$ cat src/rtl/id_ex_pipe_reg.sv
// ID/EX pipeline register: captures the decoded control bundle and operands for the EX stage,
// with stall (hold), flush (bubble insertion) and a saturating count of inserted bubbles.
module id_ex_pipe_reg #(
   parameter int         XLEN      = 32,
   parameter logic [2:0] B_DISABLE = 3'b010,
   parameter logic [1:0] J_DISABLE = 2'b00,
   parameter int         CNT_W     = 16
) (
   input  logic             clk,
   input  logic             rst,
   input  logic             stall,
   input  logic             flush,
   input  logic             valid_d,
   input  logic             reg_write_d,
   input  logic [1:0]       result_src_d,
   input  logic             mem_write_d,
   input  logic [1:0]       jump_d,
   input  logic [2:0]       branch_d,
   input  logic [2:0]       alu_ctrl_d,
   input  logic             alu_src_d,
   input  logic [XLEN-1:0]  rd1_d,
   input  logic [XLEN-1:0]  rd2_d,
   input  logic [XLEN-1:0]  imm_ext_d,
   input  logic [XLEN-1:0]  pc_d,
   input  logic [XLEN-1:0]  pc_plus4_d,
   input  logic [4:0]       rs1_d,
   input  logic [4:0]       rs2_d,
   input  logic [4:0]       rd_d,
   output logic             valid_e,
   output logic             reg_write_e,
   output logic [1:0]       result_src_e,
   output logic             mem_write_e,
   output logic [1:0]       jump_e,
   output logic [2:0]       branch_e,
   output logic [2:0]       alu_ctrl_e,
   output logic             alu_src_e,
   output logic [XLEN-1:0]  rd1_e,
   output logic [XLEN-1:0]  rd2_e,
   output logic [XLEN-1:0]  imm_ext_e,
   output logic [XLEN-1:0]  pc_e,
   output logic [XLEN-1:0]  pc_plus4_e,
   output logic [4:0]       rs1_e,
   output logic [4:0]       rs2_e,
   output logic [4:0]       rd_e,
   output logic [CNT_W-1:0] bubble_cnt
);

   typedef struct packed {
      logic            valid;
      logic            reg_write;
      logic [1:0]      result_src;
      logic            mem_write;
      logic [1:0]      jump;
      logic [2:0]      branch;
      logic [2:0]      alu_ctrl;
      logic            alu_src;
      logic [XLEN-1:0] rd1;
      logic [XLEN-1:0] rd2;
      logic [XLEN-1:0] imm_ext;
      logic [XLEN-1:0] pc;
      logic [XLEN-1:0] pc_plus4;
      logic [4:0]      rs1;
      logic [4:0]      rs2;
      logic [4:0]      rd;
   } ex_bundle_t;

   ex_bundle_t       ex_q, ex_d, in_s;
   logic [CNT_W-1:0] cnt_q, cnt_d;

   // A bubble is also the reset image: every field zero except the "no branch/no jump" codes.
   function automatic ex_bundle_t bubble();
      ex_bundle_t b;
      b        = '0;
      b.branch = B_DISABLE;
      b.jump   = J_DISABLE;
      return b;
   endfunction

   // Gather the decode-side inputs into one bundle.
   always_comb begin
      in_s            = '0;
      in_s.valid      = valid_d;
      in_s.reg_write  = reg_write_d;
      in_s.result_src = result_src_d;
      in_s.mem_write  = mem_write_d;
      in_s.jump       = jump_d;
      in_s.branch     = branch_d;
      in_s.alu_ctrl   = alu_ctrl_d;
      in_s.alu_src    = alu_src_d;
      in_s.rd1        = rd1_d;
      in_s.rd2        = rd2_d;
      in_s.imm_ext    = imm_ext_d;
      in_s.pc         = pc_d;
      in_s.pc_plus4   = pc_plus4_d;
      in_s.rs1        = rs1_d;
      in_s.rs2        = rs2_d;
      in_s.rd         = rd_d;
   end

   // Next-state selection: flush beats stall beats a normal load.
   always_comb begin
      ex_d  = ex_q;
      cnt_d = cnt_q;
      if (flush) begin
         ex_d = bubble();
         if (cnt_q != {CNT_W{1'b1}}) begin
            cnt_d = cnt_q + {{(CNT_W-1){1'b0}}, 1'b1};
         end else begin
            cnt_d = cnt_q;
         end
      end else if (stall) begin
         ex_d = ex_q;
      end else begin
         ex_d = in_s;
         // An empty slot still carries its fields but must not touch architectural state.
         if (!valid_d) begin
            ex_d.reg_write = 1'b0;
            ex_d.mem_write = 1'b0;
            ex_d.jump      = J_DISABLE;
            ex_d.branch    = B_DISABLE;
         end else begin
            ex_d.reg_write = reg_write_d;
         end
      end
   end

   // State registers with synchronous reset.
   always_ff @(posedge clk) begin
      if (rst) begin
         ex_q  <= bubble();
         cnt_q <= '0;
      end else begin
         ex_q  <= ex_d;
         cnt_q <= cnt_d;
      end
   end

   assign valid_e      = ex_q.valid;
   assign reg_write_e  = ex_q.reg_write;
   assign result_src_e = ex_q.result_src;
   assign mem_write_e  = ex_q.mem_write;
   assign jump_e       = ex_q.jump;
   assign branch_e     = ex_q.branch;
   assign alu_ctrl_e   = ex_q.alu_ctrl;
   assign alu_src_e    = ex_q.alu_src;
   assign rd1_e        = ex_q.rd1;
   assign rd2_e        = ex_q.rd2;
   assign imm_ext_e    = ex_q.imm_ext;
   assign pc_e         = ex_q.pc;
   assign pc_plus4_e   = ex_q.pc_plus4;
   assign rs1_e        = ex_q.rs1;
   assign rs2_e        = ex_q.rs2;
   assign rd_e         = ex_q.rd;
   assign bubble_cnt   = cnt_q;

endmodule

$ cat config.mk
export PLATFORM = sky130hd
export DESIGN_NAME = id_ex_pipe_reg
export DESIGN_NICKNAME = d
export VERILOG_FILES = /design/src/rtl/id_ex_pipe_reg.sv
export SDC_FILE = /design/constraint.sdc
export NUM_CORES = 1
export LEC_CHECK = 0
export BUFFER_PORTS_ARGS = -buffer_cell sky130_fd_sc_hd__buf_2
export CORE_AREA = 2 2 155 157
export CTS_BUF_LIST = sky130_fd_sc_hd__clkbuf_8
export CTS_CLUSTER_DIAMETER = 200
export DETAILED_ROUTE_END_ITERATION = 16
export DIE_AREA = 0 0 157 159
export GPL_ROUTABILITY_DRIVEN = 0
export PLACE_DENSITY = 0.6
export SYNTH_ARGS = -nofsm -noshare
export SYNTH_HDL_FRONTEND = slang
export SYNTH_SLANG_ARGS = --single-unit
$ cat constraint.sdc
create_clock -name clk -period 3.5 [get_ports clk]
set_input_delay 0.175 -clock clk [delete_from_list [all_inputs] [get_ports clk]]
set_output_delay 0.175 -clock clk [all_outputs]
set_load 0.02 [all_outputs]
# Word level (Yosys, flattened, before mapping)
# Cells that the tools add are included.
totals:
  in_bits: 193
  out_inout_bits: 205
  regBits: 205
  wordCells: 23
op_classes:
  n_reduce_logical: 2
  n_eq_ne: 1
  add_sub_neg: 1
  n_mux: 2
op_table:
  columns: ["op", "count"]
  rows:
  - ["16-bit by 1-bit adder with 16-bit output, second input constant", 1]
  - ["16-bit inequality test, second input constant", 1]
  - ["6-bit two-way mux", 1]
  - ["2-bit AND reduction", 1]
  - ["2-bit OR reduction", 1]
  - ["1-bit two-way mux", 1]

# Logic depth before layout (Yosys ltp)
logic_depth:
  depth_word: 2
  mapped_depth: 6
  mapped_depth_nobuf: 5

# Worst setup path after synthesis
# No wires, ideal clock.
synth_timing:
  kind: "register -> register"
  startpoint: "register cnt_q[0] (netlist: bubble_cnt[0])"
  endpoint: "register cnt_q[15] (netlist: bubble_cnt[15])"
  t_required_ns: 3.377
  n_path_buf: 0
  stages_incl_launch_ff: 6
  setup_time_ns: 0.123
  period_less_slack_ns: 1.872
  slack_ns: 1.628
  t_arrival_ns: 1.749
  cell_sequence: "dfxtp_1 -> ha_1 -> nand4_2 -> o41ai_4 -> nor4_1 -> mux2_1"
synth_via:
  elab_chain_len: 2
  elab_cells_between_ends: 3
  classes_between: "1 x add/sub; 1 x eq/ne; 1 x reduce/logical"
synth_lines:
  columns: ["element", "line", "text"]
  rows:
  - ["start, declared", "68", "logic [CNT_W-1:0] cnt_q, cnt_d;"]
  - ["start signal, assigned", "134", "cnt_q <= cnt_d;"]
  - ["parallel branches: the longest is 2 deep, another holds 16-bit by 1-bit adder with 16-bit output", null, null]
# Several ways; the timed one is not identified.
# A chain may end at the register's enable or synchronous reset.

# Worst setup path in the final report
# Same ends and word-level chain as after synthesis.

==> reports/results.ini <==
[sta]
worst_pin_slew_ps = 878.4
min_period_ps = 2246
tns_ps = 0
rsz0062_at_grt = false
max_slew_margin_pct = 41.24
slew_violations = 0
setup_viol = 0
finClkSkew_ps = 17.69
hold_violations = 0
fmax_mhz = 445.2
finalCritPeriodShare_pct = 64.18

[synth]
ys_warn_count = 0
synth_top_cells_by_area = dfxtp_1 55%, mux2i_1 25%, nor2_1 9.8%
syn-num-nets = 902
synth.largest_area_cell = dfxtp_1
netlist_area_sq_mm = 0.007418
async_flop_share_pct = 0
ys_seq_area_share_pct = 55.32
syn_area_per_cell_sq_um = 10.48
synth-edff-count = 0
synth_cells = 708
ys_ff_latch = 205
synth.top_cell.area_share_pct = 55.32
synthFlopType = dfxtp_1
yosysUniqueCellTypes = 40

[floorplanning]
design.core.area_sq_mm = 0.02319
placementRows = 56
dieHeight_um = 159
initial_core_util_pct = 31.99
dieWidth_um = 157
io_pins = 398
die_area_sq_mm = 0.02496

[setup_path]
cp.required_ps = 3890
path_cells = ha_1 -> nand4_2 -> o41ai_4 -> nor4_1 -> mux2_1
end_kind = register
cp.arrival_ps = 2630
path_class = register to register
critPathMaxFanout = 17
crit_slowest_cell = o41ai_4
start_kind = register
max_stage_delay_ps = 820

[global_routing]
grt_remaining_overflow = 0
antenna_found_initial = 0
grt_max_degree = 68
grt_usage_pct = 18.86
grt_pass1_vias = 7564
grt_pass1_wl_mm = 37.90

[hold_path]
hold_class = primary input to register

[finish]
antenna-diode-count = 0
multi_input_area_sq_mm = 0.003083
final_cell_mix = 396 x buf_2, 205 x dfxtp_1, 194 x nor2_1
instances_no_fill = 1636
nFillCells = 2033
area_growth_pct = 66.61
fin_nets = 1487
layout-drive-gt1-share_pct = 35.61
final_common_cell = buf_2
seq_area_sq_mm = 0.004104

[run]
cap_viol_max_count = 0

[power_and_ir_drop]
max-vdd-ir-drop_mv = 0.3709
power_density_mw_per_mm2 = 444.1
p_leak_uw = 0.006308

[clocking]
htreeDepth = 2
clkTransAtPathRegs_ps = 60
ctsResizeCount = 0
clockBufferDepth = 3
cts_tree = done
clock_latency_ps = 510
cts.sinks = 205
cts-root-buf = clkbuf_8
cts-buffers-inserted = 38

[detailed_routing]
detail-route-antenna-nets = 0
wirelength_mm = 24.79
drc = 0
dr.pass1.iters = 4
vias_per_cell = 4.450
vias = 7281
wire_per_inst_um = 15.15
drt_iter0_drc = 281

[placed_design]
dp_hpwl_mm = 15.75
io_buffers = 397
place_inst = 1384

[status]
status = finished, final reports clean

[Yosys cell counts, types with 4 or more instances]
library cell and instances:
a21oi_1 10, a22oi_1 6, buf_2 22, clkbuf_1 23, dfxtp_1 205, inv_1 4
mux2i_1 183, nand2_1 7, nand3_1 5, nor2_1 194, o31ai_1 5, or4_1 5
[power breakdown]
| part | leakage [uW] | switching (uW) | internal, uW |
|---|---|---|---|
| sequential | 0.00167 | 37.5 | 2410 |
| combinational | 0.00421 | 353 | 384 |
| clock | 0.000429 | 972 | 1330 |
[sequential cells by signal (all words and copies together) (netlist names), 16 cells and up]
name and flops:
bubble_cnt 16, imm_ext_e 32, pc_e 32, pc_plus4_e 32, rd1_e 32, rd2_e 32
[critical path: cells and delay by family (launching register included)]
family,cells,cell delay [ps]
muxes,1,340
adders and majority gates,1,260
AOI/OAI and AO/OA,1,820
and+or+nand+nor,2,320
DFF,1,390
[cell families after synthesis]
| family | synth area share, % |
|---|---|
| flops | 55.32 |
| buf+inv | 3.154 |
| fa+ha+maj | 0.1686 |
| xor+xnor | 0.1181 |
| compound gates | 2.918 |
| simple gates | 13.32 |
| mux | 25.00 |
[what timing repair did]
action,in CTS,in global routing
setup endpoints to repair,0,0
hold buffers,188,0
buffers inserted,0,0
hold endpoints to repair,188,0
[metrics by stage]
step	instance area [sq um]	utilization (%)	worst slack (ps)	hold slack (ps)	power, uW
2_1_floorplan	7418	-	1628	313.9	2822
3_3_place_gp	9708	41.86	1332	401.9	3044
3_5_place_dp	9708	41.86	1239	411.5	3051
4_1_cts	12360	53.29	1233	13.38	5571
5_1_grt	12360	53.29	1081	45.12	5740
6_report	12360	53.29	1254	62.18	5489
[final timing paths]
check,start,to,slack (ps),cells past startpoint
setup / recovery,bubble_cnt[0],bubble_cnt[15],1250,5
setup reg to reg,bubble_cnt[0],bubble_cnt[15],1250,5
hold reg to reg,pc_e[10],pc_e[10],490,2
hold / removal,rst,bubble_cnt[12],60,2
[per-layer routing]
layer / track usage, % / up-vias / part of all wire, %
li1: - / 3567 / -
met1: 19.38 / 3344 / 38
met2: 34.67 / 285 / 51
met3: 4.709 / 85 / 6.8
met4: 10.18 / 0 / 4.8
met5: 0 / - / 0
[area by class of cell]
cell class              instances  area share [%]
clock buffers                  46           5.122
flip-flops and latches        205           33.21
clock inverters                18           1.103
multi-input cells             451           24.94
inverters                       4          0.1215
repair buffers                593           32.27
well taps                     319           3.229
No activity file was read; power rests on OpenSTA's default activity.
